===== config.mk =====
export PLATFORM = sky130hd
export DESIGN_NAME = if_fetch_unit_flat
export DESIGN_NICKNAME = d
export VERILOG_FILES = /design/src/rtl/if_fetch_unit_if.sv /design/src/rtl/if_fetch_unit.sv /design/src/flat_wrapper.sv
export SDC_FILE = /design/constraint.sdc
export NUM_CORES = 1
export LEC_CHECK = 0
export BUFFER_PORTS_ARGS = -buffer_cell sky130_fd_sc_hd__clkbuf_2
export CAP_MARGIN = 20
export CELL_PAD_IN_SITES_DETAIL_PLACEMENT = 1
export CELL_PAD_IN_SITES_GLOBAL_PLACEMENT = 1
export CORE_ASPECT_RATIO = 1.5
export CORE_MARGIN = 8
export CORE_UTILIZATION = 44
export DETAILED_ROUTE_END_ITERATION = 10
export PLACE_DENSITY = 0.82
export SYNTH_ARGS = -nofsm -noshare
export SYNTH_HDL_FRONTEND = slang
export SYNTH_SLANG_ARGS = --single-unit

===== constraint.sdc =====
create_clock -name clk -period 3.8 [get_ports clk]
set_input_delay 0.19 -clock clk [delete_from_list [all_inputs] [get_ports clk]]
set_output_delay 0.19 -clock clk [all_outputs]
set_load 0.005 [all_outputs]

===== src/rtl/if_fetch_unit_if.sv =====
// rtl/if_fetch_unit_if.sv - Wishbone-classic read bus between the fetch unit and instruction memory
//
// Signals:
//   wb_cyc_o, wb_stb_o  bus cycle / strobe (master -> slave)
//   wb_we_o, wb_sel_o   write enable (always 0) / byte selects (always all ones)
//   wb_adr_o            request address
//   wb_dat_i, wb_ack_i  read data / acknowledge (slave -> master)
// Modports: master (fetch unit side), slave (memory side).
interface if_fetch_unit_if #(
    parameter int ADDR_WIDTH = 32,
    parameter int DATA_WIDTH = 32
);
    logic                  wb_cyc_o;
    logic                  wb_stb_o;
    logic                  wb_we_o;
    logic [3:0]            wb_sel_o;
    logic [ADDR_WIDTH-1:0] wb_adr_o;
    logic [DATA_WIDTH-1:0] wb_dat_i;
    logic                  wb_ack_i;

    modport master (
        output wb_cyc_o, wb_stb_o, wb_we_o, wb_sel_o, wb_adr_o,
        input  wb_dat_i, wb_ack_i
    );

    modport slave (
        input  wb_cyc_o, wb_stb_o, wb_we_o, wb_sel_o, wb_adr_o,
        output wb_dat_i, wb_ack_i
    );
endinterface


===== src/rtl/if_fetch_unit.sv =====
// rtl/if_fetch_unit.sv - RISC-V instruction fetch stage: PC, Wishbone read master, IF/ID register
//
// Optional feature macro: IF_PERF_CNT_EN (adds fetch_count / redirect_count outputs).
//
// Ports:
//   clk, reset          clock; synchronous active-low reset
//   stall, flush        hazard-unit hold / squash of IF/ID
//   use_branch          one-cycle redirect pulse, target on branch_out
//   wb                  Wishbone-classic read master (if_fetch_unit_if.master)
//   inst_out, pc_out    IF/ID instruction and its PC
//   inst_valid          IF/ID valid
//   fetch_count         (IF_PERF_CNT_EN) acks accepted into IF/ID or the hold buffer
//   redirect_count      (IF_PERF_CNT_EN) cycles with use_branch high
module if_fetch_unit #(
    parameter int                    ADDR_WIDTH = 32,
    parameter int                    DATA_WIDTH = 32,
    parameter logic [ADDR_WIDTH-1:0] PC_ADDR    = 32'h8000_0000
) (
    input  logic                  clk,
    input  logic                  reset,
    input  logic                  stall,
    input  logic                  flush,
    input  logic                  use_branch,
    input  logic [ADDR_WIDTH-1:0] branch_out,
    if_fetch_unit_if.master       wb,
    output logic [DATA_WIDTH-1:0] inst_out,
    output logic [ADDR_WIDTH-1:0] pc_out,
    output logic                  inst_valid
`ifdef IF_PERF_CNT_EN
    ,
    output logic [31:0]           fetch_count,
    output logic [31:0]           redirect_count
`endif
);

    localparam logic [DATA_WIDTH-1:0] NOP = DATA_WIDTH'(32'h0000_0013);

    typedef enum logic [1:0] {S_IDLE, S_BUSY, S_DROP, S_HOLD} state_t;

    state_t                state;
    logic                  bus_active;
    logic [ADDR_WIDTH-1:0] pc_reg;
    logic [ADDR_WIDTH-1:0] req_adr;
    logic [ADDR_WIDTH-1:0] hold_pc;
    logic [DATA_WIDTH-1:0] hold_buf;

    logic [ADDR_WIDTH-1:0] target;
    logic [ADDR_WIDTH-1:0] req_next;
    logic                  ack;
    logic                  deliver_bus;
    logic                  deliver_hold;

    assign target   = {branch_out[ADDR_WIDTH-1:2], 2'b00};
    assign req_next = req_adr + ADDR_WIDTH'(4);
    // Acks outside an active cycle (e.g. left over across a reset) are not ours.
    assign ack      = bus_active & wb.wb_ack_i;

    assign deliver_bus  = (state == S_BUSY) && ack && !use_branch && !stall;
    assign deliver_hold = (state == S_HOLD) && !stall && !use_branch;

    // bus_active mirrors state in {S_BUSY, S_DROP} as a register of its own.
    assign wb.wb_cyc_o = bus_active;
    assign wb.wb_stb_o = bus_active;
    assign wb.wb_we_o  = 1'b0;
    assign wb.wb_sel_o = 4'b1111;
    assign wb.wb_adr_o = req_adr;

    always_ff @(posedge clk) begin
        if (!reset) begin
            state      <= S_IDLE;
            bus_active <= 1'b0;
            pc_reg     <= PC_ADDR;
            req_adr    <= PC_ADDR;
            hold_pc    <= PC_ADDR;
            hold_buf   <= NOP;
            inst_out   <= NOP;
            pc_out     <= PC_ADDR;
            inst_valid <= 1'b0;
        end else begin
            case (state)
                S_IDLE: begin
                    if (use_branch) begin
                        pc_reg  <= target;
                        req_adr <= target;
                    end else begin
                        req_adr <= pc_reg;
                    end
                    state      <= S_BUSY;
                    bus_active <= 1'b1;
                end
                S_BUSY: begin
                    if (use_branch) begin
                        pc_reg <= target;
                        if (ack) begin
                            state      <= S_IDLE;
                            bus_active <= 1'b0;
                        end else begin
                            // Request must stay on the bus until it is acked.
                            state <= S_DROP;
                        end
                    end else if (ack) begin
                        pc_reg <= req_next;
                        if (stall) begin
                            hold_buf   <= wb.wb_dat_i;
                            hold_pc    <= req_adr;
                            bus_active <= 1'b0;
                            // A flush in the same cycle squashes the parked word too.
                            state      <= flush ? S_IDLE : S_HOLD;
                        end else begin
                            req_adr <= req_next;
                        end
                    end
                end
                S_DROP: begin
                    if (use_branch) begin
                        pc_reg <= target;
                    end
                    if (ack) begin
                        state      <= S_IDLE;
                        bus_active <= 1'b0;
                    end
                end
                S_HOLD: begin
                    if (use_branch) begin
                        pc_reg <= target;
                        state  <= S_IDLE;
                    end else if (flush || !stall) begin
                        state <= S_IDLE;
                    end
                end
                default: begin
                    state      <= S_IDLE;
                    bus_active <= 1'b0;
                end
            endcase

            // IF/ID register: squash > hold > load > bubble.
            if (flush || use_branch) begin
                inst_out   <= NOP;
                inst_valid <= 1'b0;
            end else if (!stall) begin
                if (deliver_bus) begin
                    inst_out   <= wb.wb_dat_i;
                    pc_out     <= req_adr;
                    inst_valid <= 1'b1;
                end else if (deliver_hold) begin
                    inst_out   <= hold_buf;
                    pc_out     <= hold_pc;
                    inst_valid <= 1'b1;
                end else begin
                    inst_valid <= 1'b0;
                end
            end
        end
    end

`ifdef IF_PERF_CNT_EN
    always_ff @(posedge clk) begin
        if (!reset) begin
            fetch_count    <= 32'd0;
            redirect_count <= 32'd0;
        end else begin
            if ((state == S_BUSY) && ack && !use_branch) begin
                fetch_count <= fetch_count + 32'd1;
            end
            if (use_branch) begin
                redirect_count <= redirect_count + 32'd1;
            end
        end
    end
`else
    // Performance counters are not built in this configuration.
`endif

endmodule


===== src/flat_wrapper.sv =====
// flat-port wrapper written by rule: the top's interface ports become plain ports
module if_fetch_unit_flat 
#(
    parameter int                    ADDR_WIDTH = 32,
    parameter int                    DATA_WIDTH = 32,
    parameter logic [ADDR_WIDTH-1:0] PC_ADDR    = 32'h8000_0000
)
  (clk, reset, stall, flush, use_branch, branch_out, inst_out, pc_out, inst_valid, wb_wb_cyc_o, wb_wb_stb_o, wb_wb_we_o, wb_wb_sel_o, wb_wb_adr_o, wb_wb_dat_i, wb_wb_ack_i);
  if_fetch_unit_if #(.ADDR_WIDTH(ADDR_WIDTH), .DATA_WIDTH(DATA_WIDTH)) wb_i ();
  input  logic clk;
  input  logic reset;
  input  logic stall;
  input  logic flush;
  input  logic use_branch;
  input  logic [ADDR_WIDTH-1:0] branch_out;
  output logic [DATA_WIDTH-1:0] inst_out;
  output logic [ADDR_WIDTH-1:0] pc_out;
  output logic inst_valid;
  output wire logic [$bits(wb_i.wb_cyc_o)-1:0] wb_wb_cyc_o;
  output wire logic [$bits(wb_i.wb_stb_o)-1:0] wb_wb_stb_o;
  output wire logic [$bits(wb_i.wb_we_o)-1:0] wb_wb_we_o;
  output wire logic [$bits(wb_i.wb_sel_o)-1:0] wb_wb_sel_o;
  output wire logic [$bits(wb_i.wb_adr_o)-1:0] wb_wb_adr_o;
  input wire logic [$bits(wb_i.wb_dat_i)-1:0] wb_wb_dat_i;
  input wire logic [$bits(wb_i.wb_ack_i)-1:0] wb_wb_ack_i;
  assign wb_wb_cyc_o = wb_i.wb_cyc_o;
  assign wb_wb_stb_o = wb_i.wb_stb_o;
  assign wb_wb_we_o = wb_i.wb_we_o;
  assign wb_wb_sel_o = wb_i.wb_sel_o;
  assign wb_wb_adr_o = wb_i.wb_adr_o;
  assign wb_i.wb_dat_i = wb_wb_dat_i;
  assign wb_i.wb_ack_i = wb_wb_ack_i;
  if_fetch_unit #(.ADDR_WIDTH(ADDR_WIDTH), .DATA_WIDTH(DATA_WIDTH), .PC_ADDR(PC_ADDR)) u_core (.clk(clk), .reset(reset), .stall(stall), .flush(flush), .use_branch(use_branch), .branch_out(branch_out), .wb(wb_i), .inst_out(inst_out), .pc_out(pc_out), .inst_valid(inst_valid));
endmodule

==> results of run 1 <==
through the flow:
stage | std cells | power (W) | setup WS [ns] | util (%) | hold WS, ns
after floorplan | 1201 | 0.00291 | 1.76 | - | 0.314
after global placement | 1537 | 0.00324 | 1.17 | 48.9 | 0.417
after detailed placement | 1537 | 0.00327 | 1.09 | 48.9 | 0.431
after CTS | 1600 | 0.00505 | 1.02 | 53.0 | 0.00299
after global routing | 1601 | 0.00523 | 0.842 | 53.1 | 0.0301
final | 1601 | 0.00503 | 1.00 | 53.1 | 0.0175
power groups by stage:
stage          combinational, W  sequential, W  clock, W
2_1_floorplan          0.000632        0.00228         0
3_3_place_gp           0.000828        0.00241         0
3_5_place_dp           0.000850        0.00242         0
4_1_cts                0.000885        0.00237   0.00180
5_1_grt                0.000971        0.00239   0.00188
6_report               0.000891        0.00237   0.00177
layout make-up:
cell class | instances | area, µm² | area share, %
repair buffers | 222 | 1370 | 12.3
flip-flops and latches | 196 | 3920 | 35.2
multi-input cells | 868 | 4890 | 43.9
inverters | 15 | 57.6 | 0.517
clock inverters | 15 | 139 | 1.25
well taps | 268 | 335 | 3.01
clock buffers | 17 | 425 | 3.82
placed cells by master (no fill, tap or decap), types with 16 or more instances in the layout:
master / netlist / final
sky130_fd_sc_hd__dfxtp_1: 196 / 196
sky130_fd_sc_hd__xnor2_1: 16 / 16
sky130_fd_sc_hd__a222oi_1: 24 / 24
sky130_fd_sc_hd__clkbuf_16: 0 / 17
sky130_fd_sc_hd__mux2i_1: 23 / 23
sky130_fd_sc_hd__nand2_1: 256 / 256
sky130_fd_sc_hd__clkbuf_2: 1 / 166
sky130_fd_sc_hd__a21oi_1: 122 / 121
sky130_fd_sc_hd__a211oi_1: 19 / 19
sky130_fd_sc_hd__nor3_1: 17 / 17
sky130_fd_sc_hd__a311oi_1: 34 / 34
sky130_fd_sc_hd__buf_4: 11 / 22
sky130_fd_sc_hd__nand3_1: 29 / 28
sky130_fd_sc_hd__o21ai_0: 51 / 51
sky130_fd_sc_hd__dlygate4sd3_1: 0 / 31
sky130_fd_sc_hd__nor2_1: 103 / 102
critical path, delay by kind of cell, from the launching register on:
kind                     cells  cell delay (ns)
AO/OA/AOI/OAI                2             0.84
adder cells (fa/ha/maj)      1             0.42
buffers and inverters        1             0.10
flip-flops                   1             0.34
AND/OR/NAND/NOR              2             1.00
worst max path at each step:
stage,cells after the start,end,slack [ns]
floorplan,10,u_core.pc_out[10],1.76
global placement,6,u_core.wb.wb_adr_o[24],1.17
detailed placement,6,u_core.wb.wb_adr_o[24],1.09
CTS,6,u_core.wb.wb_adr_o[23],1.02
global route,6,u_core.wb.wb_adr_o[24],0.84
finish,6,u_core.wb.wb_adr_o[23],1.0
per-layer routing:
layer  track usage (%)  vias to the layer above  part of all wire [%]
li1                  -                     4490                     -
met1              26.3                     4715                    38
met2              46.1                      282                    52
met3              6.35                       67                   6.2
met4              11.2                        0                   3.6
met5                 0                        -                     0
logic make-up (layout without fill, tap and decap cells):
group	count (synthesis)	after routing	share of synthesized area [%]
adders and majority gates	5	5	0.668
buffers and inverters	137	269	6.23
DFF	196	196	41.9
and+or+nand+nor	476	476	22.7
AOI/OAI and AO/OA	338	338	23.9
xor gates and xnor gates	20	20	1.87
muxes	24	24	2.58
other	2	5	0.0802
timing repair:
item,CTS,global route
setup buffers,0,0
endpoints found under the hold margin,33,0
gates resized for setup,0,0
hold buffers,31,0
==> impl_metrics.sql, run 1 <==
INSERT INTO impl_metrics (metric_group, metric, value, unit) VALUES
('routing', 'route.detailed.vias_per_inst', '5.97', ''),
('critical_path', 'cp_cell_instances', 'inv_1, ha_1, nor2b_1, a21o_1, nand2_1, o21ai_0', ''),
('routing', 'drc_errors', '0', ''),
('critical_path', 'cp_slowest_stage_delay', '0.58', 'ns'),
('routing', 'drt_wl_cell', '21.1', 'µm'),
('placement', 'area_after_detailed_placement', '10300', 'µm²'),
('logic_synthesis', 'avg_synthesized_cell_area', '7.82', 'µm²'),
('logic_synthesis', 'synth.most_common_cell', 'sky130_fd_sc_hd__nand2_1', ''),
('power_and_ir_drop', 'total_leakage_power', '4.17', 'nW'),
('layout', 'final_net_count', '1395', ''),
('power_and_ir_drop', 'comb_power_share', '17.7', '%'),
('logic_synthesis', 'synth_largest_type_area_fraction', '41.9', '%'),
('sta', 'fin_tns_setup', '0', 'ns'),
('routing', 'final_ant_viol_nets', '0', ''),
('critical_path', 'reg2regPathDepth', '6', ''),
('cts', 'clock_latency', '0.44', 'ns'),
('cts', 'tritoncts', 'built', ''),
('layout', 'num-fill-cells', '2635', ''),
('sta', 'slew_headroom', '33.7', '%'),
('min_path', 'min-delay-path-class', 'input port to flop', ''),
('placement', 'place_congestion', '0.824', ''),
('floorplanning', 'core-area', '21000', 'µm²'),
('sta', 'setup_viol', '0', ''),
('power_and_ir_drop', 'pwr_density_cell', '452', 'nW/µm²'),
('power_and_ir_drop', 'irDropWorstVdd', '0.000297', 'V'),
('placement', 'port-buffer-count', '166', ''),
('power_and_ir_drop', 'switching_share', '33.0', '%'),
('floorplanning', 'die_height', '195', 'µm'),
('cts', 'cts_htree_levels', '4', ''),
('placement', 'detailedPlacementHpwl', '22600', 'µm'),
('critical_path', 'setup.reg_to_reg.worst_slack', '1.0', 'ns'),
('critical_path', 'worst_setup_path_startpoint', 'u_core.state[0]', ''),
('critical_path', 'endpoint_of_the_lowest_slack_register_to_register_path', 'u_core.wb.wb_adr_o[23]', ''),
('min_path', 'hold-path-cell-count', '3', ''),
('cts', 'tritoncts_num_sinks', '196', ''),
('critical_path', 'critical_path.max_fanout', '12', ''),
('routing', 'drt_pass1_iterations', '5', ''),
('power_and_ir_drop', 'power.clock.fraction', '35.1', '%'),
('sta', 'final_hold_violations', '0', ''),
('run', 'drv_cap', '0', ''),
('cts', 'cts.reportedPaths.clkPinSlew', '0.07', 'ns'),
('routing', 'initialDrtViolationCount', '774', ''),
('sta', 'setup_repair_after_global_routing_missed_its_margin', 'no', ''),
('power_and_ir_drop', 'power_switching', '0.00166', 'W'),
('sta', 'max_freq', '357', 'MHz'),
('logic_synthesis', 'asyncSetResetFlopFracSynth', '0', '%'),
('layout', 'final_cell_area', '11100', 'µm²'),
('logic_synthesis', 'sequential_cell_area_fraction_in_the_yosys_report', '41.9', '%'),
('layout', 'layout-drive-gt1-share', '18.4', '%'),
('global_routing', 'number_of_antenna_violations_at_the_first_check_in_global_routing', '0', ''),
('sta', 'final.min_clock_period', '2.80', 'ns'),
('global_routing', 'grt_max_degree', '97', ''),
('sta', 'timing.final.crit_share', '73.7', '%'),
('floorplanning', 'dieWidth', '135', 'µm'),
('logic_synthesis', 'post-synth-top-area-cell', 'sky130_fd_sc_hd__dfxtp_1', ''),
('critical_path', 'worst_r2r_startpoint', 'u_core.state[0]', ''),
('floorplanning', 'placementRows', '65', ''),
('global_routing', 'grt_pass1_vias', '9954', ''),
('logic_synthesis', 'synth_enable_flop_cells', '0', ''),
('critical_path', 'cp-start-kind', 'flop', ''),
('power_and_ir_drop', 'cellInternalPower', '0.00337', 'W'),
('critical_path', 'cp.required', '4.14', 'ns'),
('floorplanning', 'floorplan.die_area', '26300', 'µm²'),
('global_routing', 'grt_overflow', '0', ''),
('critical_path', 'setup_crit_end_kind', 'flop', ''),
('cts', 'numCtsBuffers', '17', ''),
('logic_synthesis', 'synthesis.instances', '1198', ''),
('min_path', 'hold-path-endpoint', 'u_core.pc_reg[27]', ''),
('critical_path', 'critical_path_arrival', '3.14', 'ns'),
('cts', 'clock_path_buffers', '2', ''),
('outcome', 'status', 'finished, final reports clean', '');
(Power assumes the default switching activity.)
==> run 2, diff against run 1 <==
ABC_AREA = 1   (was not set)
CORE_UTILIZATION = 36   (was 44)
PLACE_DENSITY = 0.74   (was 0.82)
clock period = 2.4 ns   (was 3.8 ns; I/O delays follow)
==> run 2 against run 1 <==
Power rose by 120%. Critical path type unchanged. Routed wire length fell by 5.8%. Core utilization fell by 8.5 points.
==> impl_metrics.sql, run 2 <==
INSERT INTO impl_metrics (metric_group, metric, value, unit) VALUES
('power_and_ir_drop', 'seq_power_share', '40.5', '%'),
('critical_path', 'cp_cell_instances', 'inv_1, ha_1, inv_2, buf_4, nand3_1, inv_1, a211oi_1, a21oi_1', ''),
('layout', 'layout-drive-gt1-share', '16.8', '%'),
('global_routing', 'grt_util_all_layers', '20.4', '%'),
('logic_synthesis', 'postSynthRegisterBits', '196', ''),
('layout', 'syn_to_final_growth', '22.7', '%'),
('critical_path', 'cp.required', '2.73', 'ns'),
('placement', 'detailedPlacementHpwl', '21600', 'µm'),
('layout', 'layout_common_cells', 'sky130_fd_sc_hd__nand2_1, sky130_fd_sc_hd__dfxtp_1, sky130_fd_sc_hd__o21ai_0', ''),
('layout', 'final_cell_area', '11400', 'µm²'),
('sta', 'timing.final.max_slew_violations', '0', ''),
('power_and_ir_drop', 'pwr_density_cell', '963', 'nW/µm²'),
('floorplanning', 'floorplan.die_area', '31200', 'µm²'),
('critical_path', 'cp_num_cells', '8', ''),
('floorplanning', 'placementRows', '72', ''),
('sta', 'max_freq', '493', 'MHz'),
('global_routing', 'grt_pass1_wl', '51800', 'µm'),
('cts', 'tritoncts_num_sinks', '196', ''),
('logic_synthesis', 'largest_family_of_logic_cells_by_synthesized_area', 'simple AND/OR/NAND/NOR gates', ''),
('power_and_ir_drop', 'power', '0.0109', 'W'),
('critical_path', 'worst_r2r_startpoint', 'u_core.state[1]', ''),
('critical_path', 'reg2regPathDepth', '8', ''),
('routing', 'route.detailed.vias_per_inst', '5.19', ''),
('floorplanning', 'initial_standard_cell_utilization_of_the_core', '36.3', '%'),
('routing', 'final_ant_viol_nets', '0', ''),
('routing', 'initialDrtViolationCount', '491', ''),
('critical_path', 'critical_path.max_fanout', '27', ''),
('sta', 'final_hold_violations', '0', ''),
('power_and_ir_drop', 'power.clock.fraction', '27.8', '%'),
('cts', 'cts_post_setup_buffers_inserted', '0', ''),
('logic_synthesis', 'post_synth_num_cell_types', '36', ''),
('floorplanning', 'dieWidth', '147', 'µm'),
('cts', 'post_cts_resized', '0', ''),
('routing', 'wirelength', '31700', 'µm'),
('logic_synthesis', 'synth_top_cells_by_area', 'sky130_fd_sc_hd__dfxtp_1, sky130_fd_sc_hd__nand2_1, sky130_fd_sc_hd__o21ai_0, sky130_fd_sc_hd__a21oi_1, sky130_fd_sc_hd__nor2_1', ''),
('logic_synthesis', 'sequential_cell_area_fraction_in_the_yosys_report', '42.4', '%'),
('logic_synthesis', 'most_instantiated_cells_after_synthesis', 'sky130_fd_sc_hd__nand2_1, sky130_fd_sc_hd__dfxtp_1, sky130_fd_sc_hd__o21ai_0', ''),
('power_and_ir_drop', 'comb_power_share', '31.7', '%'),
('critical_path', 'critical-path-slowest-cell', 'sky130_fd_sc_hd__ha_1', ''),
('logic_synthesis', 'synthMuxAreaShare', '0', '%'),
('cts', 'clock_path_buffers', '2', ''),
('logic_synthesis', 'synth.most_common_cell', 'sky130_fd_sc_hd__nand2_1', ''),
('global_routing', 'grt_overflow', '0', ''),
('logic_synthesis', 'synth_enable_flop_cells', '0', ''),
('routing', 'detailroute.via_count', '9536', ''),
('floorplanning', 'core-area', '25500', 'µm²'),
('sta', 'fin_tns_setup', '0', 'ns'),
('min_path', 'min-delay-path-class', 'input port to flop', ''),
('power_and_ir_drop', 'irDropWorstVdd', '0.000708', 'V'),
('critical_path', 'cp-start-kind', 'flop', ''),
('critical_path', 'cp_slowest_stage_delay', '0.39', 'ns'),
('sta', 'final.min_clock_period', '2.03', 'ns'),
('critical_path', 'critical_path_buf_inv_count', '4', ''),
('logic_synthesis', 'avg_synthesized_cell_area', '6.96', 'µm²'),
('logic_synthesis', 'synth-main-ff-cell', 'sky130_fd_sc_hd__dfxtp_1', ''),
('cts', 'tritoncts', 'built', ''),
('logic_synthesis', 'asyncSetResetFlopFracSynth', '0', '%'),
('run', 'drv_cap', '0', ''),
('logic_synthesis', 'synth_simple_gate_area_share', '24.2', '%'),
('routing', 'drt_pass1_iterations', '4', ''),
('placement', 'port-buffer-count', '166', ''),
('global_routing', 'grt_pass1_vias', '9849', ''),
('outcome', 'status', 'finished, final reports clean', ''),
('global_routing', 'grt_max_degree', '159', ''),
('logic_synthesis', 'yosys.area_share.xor_xnor', '1.33', '%'),
('global_routing', 'number_of_antenna_violations_at_the_first_check_in_global_routing', '0', ''),
('layout', 'final_net_count', '1566', ''),
('power_and_ir_drop', 'cellInternalPower', '0.00664', 'W'),
('sta', 'timing.final.crit_share', '84.6', '%'),
('power_and_ir_drop', 'total_leakage_power', '4.90', 'nW'),
('critical_path', 'endpoint_of_the_lowest_slack_register_to_register_path', 'u_core.wb.wb_adr_o[21]', ''),
('routing', 'drc_errors', '0', ''),
('power_and_ir_drop', 'power_switching', '0.00430', 'W'),
('placement', 'place_congestion', '0.795', ''),
('critical_path', 'critical_path_arrival', '2.36', 'ns'),
('floorplanning', 'die_height', '212', 'µm'),
('sta', 'finalClockSkew', '0.0111', 'ns'),
('cts', 'clock_latency', '0.45', 'ns'),
('cts', 'cts.reportedPaths.clkPinSlew', '0.08', 'ns'),
('routing', 'drt_wl_cell', '17.3', 'µm'),
('sta', 'slew_headroom', '56.4', '%'),
('cts', 'clock-root-buffer', 'sky130_fd_sc_hd__clkbuf_16', ''),
('logic_synthesis', 'post_synth_design_cell_area', '9250', 'µm²'),
('floorplanning', 'top_ports', '174', ''),
('critical_path', 'critical-path-top-delay-family', 'buffers and inverters', ''),
('critical_path', 'setup.reg_to_reg.worst_slack', '0.37', 'ns'),
('critical_path', 'critical_path.endpoint', 'u_core.wb.wb_adr_o[21]', ''),
('logic_synthesis', 'post-synth-top-area-cell', 'sky130_fd_sc_hd__dfxtp_1', ''),
('critical_path', 'critPathKind', 'flop to flop', ''),
('cts', 'cts_htree_levels', '4', ''),
('critical_path', 'worst_setup_path_startpoint', 'u_core.state[1]', ''),
('sta', 'holdWs', '0.0187', 'ns'),
('logic_synthesis', 'synth_compound_gate_area_share', '22.2', '%'),
('logic_synthesis', 'synthesis.instances', '1329', ''),
('logic_synthesis', 'synth.yosys.warnings', '0', ''),
('sta', 'worst_pin_slew', '0.653', 'ns'),
('sta', 'setup_viol', '0', ''),
('layout', 'diodes', '0', ''),
('logic_synthesis', 'synth_adder_area_share', '0.676', '%'),
('critical_path', 'setup_crit_end_kind', 'flop', ''),
('logic_synthesis', 'synth_largest_type_area_fraction', '42.4', '%'),
('placement', 'area_after_detailed_placement', '10400', 'µm²'),
('sta', 'setup_repair_after_global_routing_missed_its_margin', 'no', ''),
('cts', 'numCtsBuffers', '17', ''),
('layout', 'final_common_cell', 'sky130_fd_sc_hd__nand2_1', ''),
('critical_path', 'critical_path.most_common_cell', 'sky130_fd_sc_hd__inv_1', ''),
('power_and_ir_drop', 'switching_share', '39.3', '%');
==> run 2: changes by cell type after synthesis, sizes merged, moves of 22 or more <==
cell    delta
nand2     +45
mux2i     -23
a222oi    -24
a31oi     +41
nand3     +48
clkbuf    -43
nor2      +22
o21ai    +128
inv       +90
a311oi    -34
==> run 2: power groups by stage <==
stage               clock, W  sequential [W]  combinational, W
global route         0.00323         0.00451           0.00388
detailed placement         0         0.00450           0.00344
CTS                  0.00311         0.00442           0.00352
floorplan                  0         0.00429           0.00215
global placement           0         0.00448           0.00336
finish               0.00304         0.00443           0.00347
==> run 2: per-stage QoR <==
stage / util, % / setup slack [ns] / std cells
after floorplan: - / 0.832 / 1332
after global placement: 40.6 / 0.445 / 1766
after detailed placement: 40.6 / 0.353 / 1766
after CTS: 44.5 / 0.334 / 1836
after global routing: 44.5 / 0.195 / 1836
final: 44.5 / 0.370 / 1836
==> run 2: worst min path at each step <==
| stage | start | endpoint | slack (ns) | cells after the start |
|---|---|---|---|---|
| 2_1_floorplan | wb_wb_dat_i[0] | u_core.hold_buf[0] | 0.25 | 2 |
| 3_3_place_gp | wb_wb_dat_i[0] | u_core.hold_buf[0] | 0.36 | 3 |
| 3_5_place_dp | wb_wb_dat_i[4] | u_core.inst_out[4] | 0.36 | 3 |
| 4_1_cts | wb_wb_ack_i | u_core.wb.wb_cyc_o | 0.004 | 4 |
| 5_1_grt | wb_wb_ack_i | u_core.wb.wb_cyc_o | 0.06 | 4 |
| 6_report | wb_wb_ack_i | u_core.wb.wb_cyc_o | 0.02 | 4 |
==> run 2: kinds of logic (layout without fill, tap and decap cells) <==
family | after synthesis | count (layout)
AND/OR/NAND/NOR | 535 | 535
AO/OA/AOI/OAI | 379 | 379
adder cells (fa/ha/maj) | 5 | 5
buffers and inverters | 198 | 369
XOR/XNOR | 14 | 14
flip-flops | 196 | 196
other | 2 | 5
==> run 2: area by class of cell <==
cell class | count | area (µm²)
flip-flops and latches | 196 | 3920
repair buffers | 233 | 1510
multi-input cells | 938 | 4500
clock buffers | 18 | 439
well taps | 333 | 417
clock inverters | 13 | 173
inverters | 105 | 394
fillers | 3283 | 14100
==> run 2: timing repair <==
action,in CTS,in global routing
hold endpoints to repair,53,0
hold buffers,39,0
endpoints found under the setup margin,0,0
==> run 2: routing by layer <==
layer  wire, µm  share of wire, %  track usage, %  up-vias
met2      15700                49            35.8      196
met5          0                 0               0        -
met1      14100                44            24.3     4558
li1           -                 -               -     4738
met3       1070               3.4            3.39       44
met4        900               2.8            8.15        0
==> run 2: worst min-delay path, delay by kind of cell <==
family                 cells  cell delay [ns]
AND/OR/NAND/NOR            1             0.06
buffers and inverters      1             0.09
AO/OA/AOI/OAI              2             0.14
==> run 3, diff against run 2 <==
CORE_UTILIZATION = 40   (was 36)
PLACE_DENSITY = 0.78   (was 0.74)
clock period = 1.9 ns   (was 2.4 ns; I/O delays follow)
==> run 3 against run 2 <==
Sequential share of layout area shrank 0.96 points. Sequential cell count is the same. Critical path depth grew 2. Hold slack lost 0.0038 ns. First-iteration DRC count shrank 4.3%. Clock-buffer cell count grew 2. Sequential power grew 20%. Worst setup slack lost 0.35 ns. Core utilization grew 6.5 points. Register-to-register slack lost 0.35 ns. Via count grew 2.5%. Largest power group is now combinational logic. Highest routed layer unchanged.
==> impl_metrics.sql, run 3 (synthesis results as in run 2) <==
INSERT INTO impl_metrics (metric_group, metric, value, unit) VALUES
('sta', 'timing.final.crit_share', '98.7', '%'),
('routing', 'route.detailed.vias_per_inst', '5.36', ''),
('layout', 'diodes', '0', ''),
('routing', 'initialDrtViolationCount', '470', ''),
('cts', 'clock_latency', '0.44', 'ns'),
('critical_path', 'critPathKind', 'flop to flop', ''),
('floorplanning', 'top_ports', '174', ''),
('cts', 'clock_path_buffers', '2', ''),
('routing', 'final_ant_viol_nets', '0', ''),
('routing', 'drc_errors', '0', ''),
('cts', 'clock-root-buffer', 'sky130_fd_sc_hd__clkbuf_16', ''),
('sta', 'setup_viol', '0', ''),
('sta', 'setup_repair_after_global_routing_missed_its_margin', 'yes', ''),
('layout', 'final_common_cell', 'sky130_fd_sc_hd__nand2_1', ''),
('cts', 'cts_htree_levels', '4', ''),
('cts', 'tritoncts', 'built', ''),
('critical_path', 'cp.required', '2.19', 'ns'),
('floorplanning', 'core-area', '22900', 'µm²'),
('sta', 'finalClockSkew', '0.00759', 'ns'),
('sta', 'worst_pin_slew', '0.662', 'ns'),
('placement', 'numPlacedInstances', '1750', ''),
('layout', 'instances_no_fill', '1825', ''),
('placement', 'place_congestion', '0.836', ''),
('critical_path', 'cp_slowest_stage_delay', '0.33', 'ns'),
('routing', 'drt_wl_cell', '17.9', 'µm'),
('floorplanning', 'placementRows', '68', ''),
('min_path', 'min-delay-path-class', 'input port to flop', ''),
('routing', 'wirelength', '32700', 'µm'),
('placement', 'pre_cts_ws', '-0.0120', 'ns'),
('run', 'drv_cap', '0', ''),
('critical_path', 'critical-path-slowest-cell', 'sky130_fd_sc_hd__dfxtp_1', ''),
('global_routing', 'grt_overflow', '0', ''),
('floorplanning', 'floorplan.die_area', '28400', 'µm²'),
('critical_path', 'cp_cell_instances', 'inv_1, ha_2, buf_4, nand2_2, nor2_4, buf_12, inv_1, buf_4, nand2_1, o211ai_1', ''),
('sta', 'max_freq', '533', 'MHz'),
('layout', 'num-fill-cells', '2982', ''),
('global_routing', 'grt_max_degree', '159', ''),
('critical_path', 'critical_path.max_fanout', '19', ''),
('power_and_ir_drop', 'irDropWorstVdd', '0.000690', 'V'),
('critical_path', 'critical-path-top-delay-family', 'buffers and inverters', ''),
('sta', 'final_hold_violations', '0', ''),
('layout', 'layout_common_cells', 'sky130_fd_sc_hd__nand2_1, sky130_fd_sc_hd__dfxtp_1, sky130_fd_sc_hd__o21ai_0', ''),
('placement', 'detailedPlacementHpwl', '22300', 'µm'),
('global_routing', 'grt_pass1_wl', '53300', 'µm'),
('routing', 'drt_pass1_iterations', '5', ''),
('sta', 'slew_headroom', '55.9', '%'),
('global_routing', 'grt_pass1_vias', '10300', ''),
('floorplanning', 'dieWidth', '140', 'µm'),
('global_routing', 'number_of_antenna_violations_at_the_first_check_in_global_routing', '0', ''),
('critical_path', 'cp-start-kind', 'flop', ''),
('layout', 'syn_to_final_growth', '26.2', '%'),
('global_routing', 'grt_util_all_layers', '23.1', '%'),
('sta', 'final.min_clock_period', '1.88', 'ns'),
('floorplanning', 'initial_standard_cell_utilization_of_the_core', '40.4', '%'),
('outcome', 'status', 'finished, final reports clean', ''),
('power_and_ir_drop', 'total_leakage_power', '5.13', 'nW'),
('floorplanning', 'die_height', '202', 'µm'),
('cts', 'tritoncts_num_sinks', '196', ''),
('cts', 'numCtsBuffers', '17', ''),
('critical_path', 'critical_path_arrival', '2.17', 'ns'),
('sta', 'timing.final.max_slew_violations', '0', ''),
('power_and_ir_drop', 'power', '0.0144', 'W'),
('sta', 'holdWs', '0.0149', 'ns'),
('cts', 'cts.reportedPaths.clkPinSlew', '0.07', 'ns'),
('placement', 'port-buffer-count', '166', ''),
('sta', 'timing.final.ws_setup', '0.0246', 'ns'),
('critical_path', 'critical_path_buf_inv_count', '5', ''),
('layout', 'final_net_count', '1608', ''),
('layout', 'layout-drive-gt1-share', '19.3', '%'),
('routing', 'detailroute.via_count', '9779', ''),
('power_and_ir_drop', 'pwr_density_cell', '1230', 'nW/µm²'),
('critical_path', 'setup_crit_end_kind', 'flop', '');
[run 3: changes by cell type in the layout (fill, tap and decap cells not counted), moves of 2 or more]
cell,delta
sky130_fd_sc_hd__buf_12,+4
sky130_fd_sc_hd__buf_6,+2
sky130_fd_sc_hd__nor2_1,-2
sky130_fd_sc_hd__nor2_2,+2
sky130_fd_sc_hd__buf_4,+34
[run 3: repair_timing]
action / in CTS / in global routing
setup buffers: 0 / 4
pin swaps: 1 / 2
cloned: 0 / 1
gates resized for setup: 1 / 8
endpoints found under the hold margin: 55 / 0
endpoints found under the setup margin: 1 / 49
hold buffers: 39 / 0
[run 3: cell type report]
class	count	area [µm²]	area share (%)
flip-flops and latches	196	3930	33.6
inverters	105	397	3.40
multi-input cells	938	4510	38.6
clock inverters	11	128	1.09
clock buffers	20	457	3.91
repair buffers	275	1920	16.4
well taps	280	350	3.00
[run 3: worst register-to-register path, delay by kind of cell, from the launching register on]
family / cells / cell delay [ns]
compound gates: 1 / 0.08
fa+ha+maj: 1 / 0.23
buf+inv: 5 / 0.68
flops: 1 / 0.33
simple gates: 3 / 0.41
[run 3: final timing paths]
path	depth (start not counted)	endpoint	slack, ns	from
worst max register to register	10	u_core.hold_pc[31]	0.02	u_core.state[1]
worst min register to register	2	u_core.hold_pc[0]	0.47	u_core.hold_pc[0]
worst max-delay path	10	u_core.hold_pc[31]	0.02	u_core.state[1]
worst min-delay path	5	u_core.inst_valid	0.01	stall
[run 3: power breakdown]
part           switching [W]  internal, W  leakage [nW]  total [W]
Clock                0.00168      0.00201         0.279    0.00369
Combinational        0.00337      0.00204          3.26    0.00540
Sequential          0.000572      0.00474          1.59    0.00531
Total                0.00562      0.00878          5.13     0.0144
[run 3: layer usage]
layer / track usage, % / up-vias / share of wire, %
met5: 0 / - / 0
met4: 9.65 / 0 / 2.7
met3: 3.09 / 52 / 3.2
met2: 41.7 / 199 / 51
met1: 26.6 / 4706 / 43
li1: - / 4822 / -
[run 3: metrics by stage]
step	instance area (µm²)	TNS, ns	utilization (%)
4_1_cts	11600	0	50.6
5_1_grt	11700	-0.325	51.0
3_3_place_gp	10600	0	46.4
6_report	11700	0	51.0
2_1_floorplan	9270	0	-
3_5_place_dp	10600	-0.0120	46.4
